File: src/rtl/seq_signed_multiplier.sv
// Multi-cycle signed 8x8->16 multiplier: magnitude shift-add over 8 RUN cycles,
// then a single SIGN cycle that applies the two's-complement sign correction.
module seq_signed_multiplier (
  input  logic        clk,
  input  logic        rst_n,
  input  logic        start,
  input  logic [7:0]  a,
  input  logic [7:0]  b,
  output logic        busy,
  output logic        done,
  output logic [15:0] result
);

  typedef enum logic [1:0] {IDLE, RUN, SIGN} state_t;

  state_t      state, state_nxt;
  logic [15:0] acc;
  logic [15:0] mcand;
  logic [7:0]  mplier;
  logic [2:0]  cnt;
  logic        neg;

  // |-128| stays 0x80 when read as unsigned, so no extra width is needed.
  function automatic logic [7:0] abs8(input logic [7:0] x);
    return x[7] ? (~x + 8'd1) : x;
  endfunction

  always_ff @(posedge clk or negedge rst_n) begin
    if (!rst_n) state <= IDLE;
    else        state <= state_nxt;
  end

  always_comb begin
    state_nxt = state;
    case (state)
      IDLE:    if (start) state_nxt = RUN;
      RUN:     if (cnt == 3'd7) state_nxt = SIGN;
      SIGN:    state_nxt = IDLE;
      default: state_nxt = IDLE;
    endcase
  end

  assign busy = (state != IDLE);

  always_ff @(posedge clk or negedge rst_n) begin
    if (!rst_n) begin
      acc    <= '0;
      mcand  <= '0;
      mplier <= '0;
      cnt    <= '0;
      neg    <= 1'b0;
      done   <= 1'b0;
      result <= '0;
    end else begin
      done <= 1'b0;
      case (state)
        IDLE: if (start) begin
          mcand  <= {8'b0, abs8(a)};
          mplier <= abs8(b);
          neg    <= a[7] ^ b[7];
          acc    <= '0;
          cnt    <= '0;
        end
        RUN: begin
          if (mplier[0]) acc <= acc + mcand;
          mcand  <= mcand << 1;
          mplier <= mplier >> 1;
          cnt    <= cnt + 3'd1;
        end
        SIGN: begin
          // Negating 0 gives 0 again, so a zero product never shows as -0.
          result <= neg ? (~acc + 16'd1) : acc;
          done   <= 1'b1;
        end
        default: ;
      endcase
    end
  end

endmodule
File: config.mk
export PLATFORM = sky130hd
export DESIGN_NAME = seq_signed_multiplier
export DESIGN_NICKNAME = d
export VERILOG_FILES = /design/src/rtl/seq_signed_multiplier.sv
export SDC_FILE = /design/constraint.sdc
export NUM_CORES = 1
export LEC_CHECK = 0
export BUFFER_PORTS_ARGS = -buffer_cell sky130_fd_sc_hd__buf_2
export CAP_MARGIN = 30
export CORE_MARGIN = 10
export CORE_UTILIZATION = 40
export DETAILED_ROUTE_END_ITERATION = 10
export PLACE_DENSITY = 0.57
export REMOVE_ABC_BUFFERS = 1
export SLEW_MARGIN = 20
export SYNTH_ARGS = -nofsm -noshare
export SYNTH_HDL_FRONTEND = slang
export SYNTH_SLANG_ARGS = --single-unit
File: constraint.sdc
create_clock -name clk -period 4.67 [get_ports clk]
set_input_delay 0.2335 -clock clk [delete_from_list [all_inputs] [get_ports clk]]
set_output_delay 0.2335 -clock clk [all_outputs]
set_load 0.005 [all_outputs]
==> run metrics, run 1 <==
Async S/R FF share, synth=1.00; port buffer count=36; predominant post-synthesis flop cell=dfrtp_1; H-tree level count=3; row cnt=34; Synth Warn #=0; slew margin rel.=0.481; Worst Path Required=4.95 ns; HPWL after detailed placement=6020 um; endpoint type of the worst setup path=flip-flop; RSZ-0062 raised after global routing=false; flop2flop setup slack=2.21 ns; Syn Inst Count=406; Tcrit/Tclk final=0.527; initial core utilization=0.415; Cell Area, Synth=3670 um^2; status=complete, no violations; initial antenna violation count=0; met3 usage=0.0253; Detailed Route WL=7960 um; CP cell instances=ha_1 > inv_1 > fa_1 > nor2b_1 > o211ai_1 > a31oi_1 > o21ai_0 > a2111oi_0 > nand3b_1; routed vias=2,909; critical path's slowest cell=dfrtp_1; GRT Max-Usage Layer=met2; xor and xnor area share after synthesis=0.0834; Leakage=0.00200 uW; clk buf depth=2; Setup Total Neg Slack=0 ns; postcts setup bufs=0; grt met2 use=0.191; Worst VDD drop=202 uV; Max stage delay on crit path=0.40 ns; Pins Over Slew Limit=0; die area=13,400 um^2; first-pass detailed-route iteration total=4; cts bufs inserted=9; RePlAce Congestion=0.885; first-pass GRT wire length=13,700 um; Worst R2R End=acc[12]; area share of the largest cell type after synthesis=0.429; ANT nets after route=0; most frequent cells in the layout=70 x nand2_1, 63 x dfrtp_1, 58 x o21ai_0; layout cell share with drive strength beyond 1=0.141; commonest non-fill, non-tap cell in the layout=nand2_1; post-synthesis simple-gate area fraction=0.160; Avg WL per Cell=14.4 um; max cap viols=0; largest family of logic cells by synthesized area=compound AO/OA/AOI/OAI gates; io pins=37; Vias per Instance=5.25; Compound-Gate Fraction of Synth Area=0.205; Startpoint Class=flip-flop; CP Data Arrival Time=2.74 ns; Layout area overhead=13.4%; Avg Cell Area, Syn=9.05 um^2; adder-cell share of the synthesized area=0.0736; post-cts sizing count=0; drt drc=0; largest net degree at the start of global routing=64; R2R Path Start=acc[0]; setup violators final=0; CTS tree=built; global-route met1 utilization=0.170; CTS clk-pin slew, worst paths=0.08 ns; # fillers=894; synth top area cells=dfrtp_1 43%, o21ai_0 7.9%, nand2_1 7.2%, ha_1 6.8%, xor2_1 6.0%; Iteration-0 DRC Markers=139; post-cts hold buffer count=0; worst min-delay path category=primary input to asynchronous set/reset pin; PD cells=677 nW/um^2; post-synth cell types=47; CP Class=flip-flop to flip-flop; R2R depth=9; vias in the first global route=2,926; Slew @ Worst Pin=0.779 ns; Die Y=116 um; core box area=8850 um^2; grt ovf=0; Post-synth EDFFs=0; multiplexer area fraction after synthesis=0.0136; clk_lat worst skew=0.35 ns; worst setup margin=2.21 ns; Max Clk Rate=406 MHz; dpl ws=2.24 ns; die extent in x=116 um; All-Layer GR Usage=0.126; WHS=0.0605 ns; Hold Vio Cnt, Final=0; Clock Tree Root=clkbuf_8; fin crit period=2.46 ns; NumNets Final=481; Sink Count=63; Max FO, Critical Path=4; Synth area leader=dfrtp_1; antenna cells=0; sequential cell area fraction in the yosys report=0.429; worst clock skew=0.0125 ns; flops & latches, synth=63
==> cells in the mapped netlist, types with 2 or more instances <==
library cell / number
o22ai_1: 2
a311oi_1: 2
a31oi_1: 3
nand2b_1: 8
o211ai_1: 3
o41ai_1: 2
a21oi_1: 13
nor3b_1: 2
nor2_1: 15
xor2_1: 25
a32o_1: 2
a21o_1: 7
xnor2_1: 10
o21ai_0: 58
inv_1: 17
or3_1: 3
nor3_1: 3
o31ai_1: 7
and2_1: 3
and3_1: 3
nand4_1: 2
nor2b_1: 6
nand2_1: 70
o21ai_1: 3
nand3_1: 6
dfrtp_1: 63
clkbuf_1: 16
ha_1: 20
mux2i_1: 5
a22oi_1: 10
==> worst max-delay path, delay by kind of cell (launching register included) <==
| family | cells | cell delay (ns) |
|---|---|---|
| AO/OA/AOI/OAI | 4 | 1.02 |
| adder cells (fa/ha/maj) | 2 | 0.62 |
| buffers and inverters | 1 | 0.07 |
| flip-flops | 1 | 0.40 |
| AND/OR/NAND/NOR | 2 | 0.30 |
==> layer usage <==
metal | vias up | routed length, um | share of wire
met4 | 0 | 167 | 0.021
met2 | 61 | 3430 | 0.43
met3 | 14 | 315 | 0.040
li1 | 1496 | - | -
met5 | - | 0 | 0
met1 | 1338 | 4050 | 0.51
==> cells by family (layout without fill, tap and decap cells) <==
| family | count (synthesis) | count (layout) |
|---|---|---|
| flops | 63 | 63 |
| compound gates | 121 | 121 |
| buf+inv | 34 | 74 |
| fa+ha+maj | 21 | 21 |
| xor+xnor | 35 | 35 |
| mux | 5 | 5 |
| simple gates | 127 | 127 |
==> layout make-up <==
class | instances | area [um^2] | area share
tap | 108 | 135 | 0.0325
clock inverter | 6 | 60.1 | 0.0144
sequential | 63 | 1580 | 0.379
timing repair buffer | 41 | 221 | 0.0532
multi-input combinational | 309 | 1970 | 0.473
clock buffer | 10 | 138 | 0.0331
inverter | 17 | 63.8 | 0.0153
==> per-stage QoR <==
stage,std cells,instance area [um^2],util,power (uW)
final,554,4160,0.471,2820
after global routing,554,4160,0.471,3120
after CTS,553,4160,0.470,2860
after detailed placement,537,3960,0.447,2380
after global placement,536,3950,0.446,2350
after floorplan,389,3610,-,1960
==> worst max-delay path by stage <==
stage                  start       to  slack, ns  depth (start not counted)
global placement      acc[0]  acc[12]       2.30                          9
floorplan           state[1]  acc[12]       2.40                          5
finish                acc[0]  acc[12]       2.21                          9
detailed placement    acc[0]  acc[12]       2.24                          9
global route          acc[0]  acc[12]       1.95                          9
CTS                   acc[0]  acc[12]       2.20                          9
==> sequential cells by signal, summed over array words and instances, names as in the netlist <==
name and flops:
mplier 8, mcand 16, cnt 3, acc 16
result 16, done 1, neg 1, state 2
==> power by group <==
| group | internal [uW] | switching, uW | total (uW) |
|---|---|---|---|
| logic | 595 | 762 | 1360 |
| registers | 778 | 213 | 991 |
| clock network | 258 | 215 | 473 |
| total | 1630 | 1190 | 2820 |
Note: power is estimated with default switching activity, not from simulation.
==> run 2: changes to the inputs <==
==> constraint.sdc (replaced) <==
create_clock -name clk -period 2.5 [get_ports clk]
set_input_delay 0.125 -clock clk [delete_from_list [all_inputs] [get_ports clk]]
set_output_delay 0.125 -clock clk [all_outputs]
set_load 0.005 [all_outputs]
==> run 2 against run 1 <==
Via count increased by 1.7%. Clock power increased by 95%. Critical path depth unchanged. Combinational power increased by 88%. Worst hold slack about the same. Worst setup slack got worse by 2.0 ns. Sequential power increased by 88%. Sequential share of layout area decreased by 0.54 points.
==> run metrics, run 2 (same netlist as run 1, synthesis figures left out) <==
met3 wire len=326 um; drt drc=0; Max stage delay on crit path=0.41 ns; RSZ-0062 raised after global routing=false; Max FO, Critical Path=4; Detailed Route WL=7960 um; Flop pwr share=0.348; Sink Count=63; NumNets Final=485; Hold Vio Cnt, Final=0; H-tree level count=3; PD cells=1260 nW/um^2; routed vias=2,958; Clk network pwr share=0.173; setup violators final=0; Leakage=0.00203 uW; Pins Over Slew Limit=0; R2R depth=9; die extent in x=116 um; crit path from=acc[0]; R2R Path Start=acc[0]; worst min-delay path category=primary input to flip-flop; postcts setup bufs=0; Comb power frac=0.479; met2 routed WL=3450 um; die area=13,400 um^2; met1 wire length=4040 um; CP Class=flip-flop to flip-flop; worst setup margin=0.208 ns; Vias per Instance=5.30; CP Data Arrival Time=2.57 ns; Setup Total Neg Slack=0 ns; grt ovf=0; first-pass detailed-route iteration total=4; Int Pwr=3130 uW; Finished Cell Area=4220 um^2; Worst Path Required=2.78 ns; top sig layer=met4; Slew @ Worst Pin=0.696 ns; fin crit period=2.29 ns; CTS clk-pin slew, worst paths=0.07 ns; Clock Tree Root=clkbuf_8; largest registers=acc x16, mcand x16, result x16; area post-placement=4000 um^2; io pins=37; HPWL after detailed placement=6000 um; antenna cells=0; Worst Path Buf+Inv=1; vias in the first global route=2,873; RePlAce Congestion=0.871; row cnt=34; Iteration-0 DRC Markers=120; worst clock skew=0.00998 ns; CTS tree=built; CP cell instances=ha_1 > inv_1 > fa_1 > nor2b_1 > o211ai_1 > a31oi_2 > o21ai_0 > a2111oi_1 > nand3b_1; switching power=2210 uW; Finished Layout Cells=558; CP endpoint=acc[12]; Tcrit/Tclk final=0.917; Layout area overhead=15.0%; Net Sw Frac=0.414; core box area=8850 um^2; Worst VDD drop=332 uV; Startpoint Class=flip-flop; endpoint type of the worst setup path=flip-flop; slew margin rel.=0.536; dpl ws=0.147 ns; most frequent cells in the layout=70 x nand2_1, 63 x dfrtp_1, 57 x o21ai_0; ANT nets after route=0; Placed Instances=541; max cap viols=0; All-Layer GR Usage=0.127; port buffer count=36; WHS=0.0603 ns; Max Clk Rate=436 MHz; initial antenna violation count=0; Die Y=116 um; clk_lat worst skew=0.34 ns; layout cell share with drive strength beyond 1=0.147; commonest non-fill, non-tap cell in the layout=nand2_1; cts bufs inserted=9; flop2flop setup slack=0.21 ns; WP depth=9; critical path's slowest cell=fa_1; first-pass GRT wire length=13,700 um; delay-heaviest family, CP=compound AO/OA/AOI/OAI gates; initial core utilization=0.415; Worst R2R End=acc[12]; Avg WL per Cell=14.3 um; largest net degree at the start of global routing=36; clk buf depth=2; status=complete, no violations
[run 2: worst min-delay path, cell delays in order]
cell and delay [ns]:
buf_2 0.11, a22oi_1 0.07, nand2_1 0.06
[run 2: area by class of cell]
type / count / area (um^2)
clock buffers: 13 / 169
clock inverters: 3 / 40.0
fillers: 894 / 4620
inverters: 17 / 63.8
multi-input cells: 309 / 1980
flip-flops and latches: 63 / 1580
well taps: 108 / 135
repair buffers: 45 / 263
[run 2: per-layer routing]
metal | global-route usage | up-vias
li1 | - | 1513
met1 | 0.170 | 1378
met2 | 0.192 | 56
met3 | 0.0248 | 11
met4 | 0.0601 | 0
met5 | 0 | -
[run 2: metrics by stage]
step,util,power [uW]
after floorplan,-,3660
after detailed placement,0.452,4460
after global routing,0.477,5860
after global placement,0.452,4400
after CTS,0.477,5400
final,0.477,5330
[run 2: worst min path at each step]
stage / start / endpoint / slack, ns / cells after the start
after detailed placement: rst_n / result[5] / 0.21 / 1
after global placement: rst_n / result[4] / 0.21 / 1
after CTS: b[0] / mplier[0] / 0.05 / 3
after floorplan: rst_n / acc[0] / -0.17 / 0
final: b[0] / mplier[0] / 0.06 / 3
after global routing: b[0] / mplier[0] / 0.06 / 3
[run 2: repair_timing]
action / CTS / global route
hold endpoints to repair: 28 / 0
endpoints found under the setup margin: 0 / 2
resized for setup: 0 / 3
hold buffers: 1 / 0
[run 2: power groups by stage]
| stage | registers, uW | logic [uW] | clock network [uW] |
|---|---|---|---|
| CTS | 1860 | 2590 | 952 |
| global route | 1940 | 2930 | 986 |
| global placement | 1860 | 2540 | 0 |
| floorplan | 1780 | 1880 | 0 |
| detailed placement | 1880 | 2580 | 0 |
| finish | 1860 | 2560 | 922 |
==> run 3: changes to the inputs <==
--- a/config.mk
+++ b/config.mk
@@ -7,7 +7,6 @@
 export LEC_CHECK = 0
 export BUFFER_PORTS_ARGS = -buffer_cell sky130_fd_sc_hd__buf_2
 export CAP_MARGIN = 30
-export CORE_MARGIN = 10
 export CORE_UTILIZATION = 40
 export DETAILED_ROUTE_END_ITERATION = 10
 export PLACE_DENSITY = 0.57
==> run 3 against run 2 <==
Highest routed layer unchanged. Via count shrank 1.6%. Cell count rose by 0.36%. Critical endpoint is now acc[13]. Count of clock-buffer cells in the layout shrank 1. Worst hold slack is essentially flat. The flow now finishes with violations (design-rule violations). Design area decreased by 0.18%.
==> run metrics, run 3 (same netlist as run 1, synthesis figures left out) <==
die extent in x=97.8 um; worst min-delay path category=primary input to flip-flop; worst setup margin=0.167 ns; CTS tree=built; largest registers=acc x16, mcand x16, result x16; Vias per Instance=5.20; Avg WL per Cell=13.5 um; most frequent cells in the layout=70 x nand2_1, 63 x dfrtp_1, 58 x o21ai_0; GRT Max-Usage Layer=met2; Sink Count=63; Worst VDD drop=329 uV; max cap viols=0; post-cts sizing count=0; Multi-input gate area=1970 um^2; CP Data Arrival Time=2.56 ns; Pins Over Slew Limit=0; ANT nets after route=0; Worst Path Required=2.72 ns; Reg area=1580 um^2; cts bufs inserted=9; Detailed Route WL=7550 um; failing checks=design-rule violations; CTS clk-pin slew, worst paths=0.07 ns; io pins=37; first-pass detailed-route iteration total=9; row cnt=34; drt drc=4; clk buf depth=2; Flop pwr share=0.351; worst clock skew=0.0105 ns; worst hold start=b[0]; Int Pwr=3080 uW; fin crit period=2.33 ns; core box area=8810 um^2; R2R depth=7; NumNets Final=487; Die Y=97.8 um; port buffer count=36; vias in the first global route=2,785; # fillers=874; RePlAce Congestion=0.841; status=finished, violations left; Layout area overhead=14.8%; grt ovf=0; hold path depth=3; Net Sw Frac=0.416; RSZ-0062 raised after global routing=false; flop2flop setup slack=0.17 ns; Setup Total Neg Slack=0 ns; Comb power frac=0.486; R2R Path Start=acc[1]; Max Clk Rate=429 MHz; HPWL after detailed placement=5790 um; PD cells=1250 nW/um^2; switching power=2190 uW; Leakage=0.00203 uW; Max FO, Critical Path=5; largest net degree at the start of global routing=35; met3 usage=0.0236; setup violators final=0; dpl ws=0.135 ns; routed vias=2,911; grt met2 use=0.281; Hold EP=mplier[0]; first-pass GRT wire length=13,200 um; Startpoint Class=flip-flop; initial antenna violation count=0; commonest non-fill, non-tap cell in the layout=nand2_1; Tcrit/Tclk final=0.933; Worst R2R End=acc[13]; slew margin rel.=0.526; Clk network pwr share=0.163; H-tree level count=3; layout cell share with drive strength beyond 1=0.146; Iteration-0 DRC Markers=100; CP Class=flip-flop to flip-flop; All-Layer GR Usage=0.173; die area=9570 um^2; Clock Tree Root=clkbuf_8; Hold Vio Cnt, Final=0; global-route met1 utilization=0.226; Slew @ Worst Pin=0.711 ns; endpoint type of the worst setup path=flip-flop; clk_lat worst skew=0.34 ns; initial core utilization=0.417; antenna cells=0
-- run 3: how the worst max path moves through the flow --
stage	from	endpoint	slack, ns	cells after the start
2_1_floorplan	state[1]	acc[12]	0.23	5
3_3_place_gp	acc[1]	acc[13]	0.21	7
3_5_place_dp	acc[1]	acc[13]	0.14	7
4_1_cts	acc[1]	acc[13]	0.12	7
5_1_grt	acc[1]	acc[13]	0.03	7
6_report	acc[1]	acc[13]	0.17	7
-- run 3: area by class of cell --
type | count | share of cell area
Inverter | 17 | 0.0151
Clock buffer | 12 | 0.0344
Timing Repair Buffer | 47 | 0.0668
Multi-Input combinational cell | 309 | 0.467
Sequential cell | 63 | 0.374
Tap cell | 108 | 0.0320
Clock inverter | 4 | 0.0107
-- run 3: power groups by stage --
stage                     Clock (uW)  Combinational (uW)  Sequential [uW]
after floorplan                    0                1880             1780
after global placement             0                2520             1860
after CTS                        888                2570             1860
after detailed placement           0                2570             1880
after global routing             935                2930             1920
final                            859                2560             1850
-- run 3: critical path: stages, from the launching register on --
cell and delay, ns:
dfrtp_1 0.42, ha_1 0.32, a211oi_1 0.33, nor3_1 0.15, o21ai_0 0.28, a21oi_1 0.12, or3_1 0.35, a32o_1 0.26
-- run 3: through the flow --
stage	power, uW	hold slack (ns)	cells	utilization	instance area (um^2)
2_1_floorplan	3660	-0.171	389	-	3610
4_1_cts	5320	0.0504	559	0.478	4210
5_1_grt	5790	0.104	560	0.479	4220
6_report	5270	0.0605	560	0.479	4220
3_5_place_dp	4450	0.215	542	0.455	4010
3_3_place_gp	4380	0.215	541	0.454	4000
-- run 3: routing by layer --
metal | vias to the layer above | wire [um]
li1 | 1511 | -
met1 | 1340 | 3780
met2 | 48 | 3420
met3 | 12 | 158
met4 | 0 | 184
met5 | - | 0
-- run 3: timing repair --
| action | in CTS | in global routing |
|---|---|---|
| buffers inserted | 0 | 1 |
| endpoints found under the hold margin | 29 | 0 |
| hold buffers | 1 | 0 |
| setup endpoints to repair | 0 | 1 |
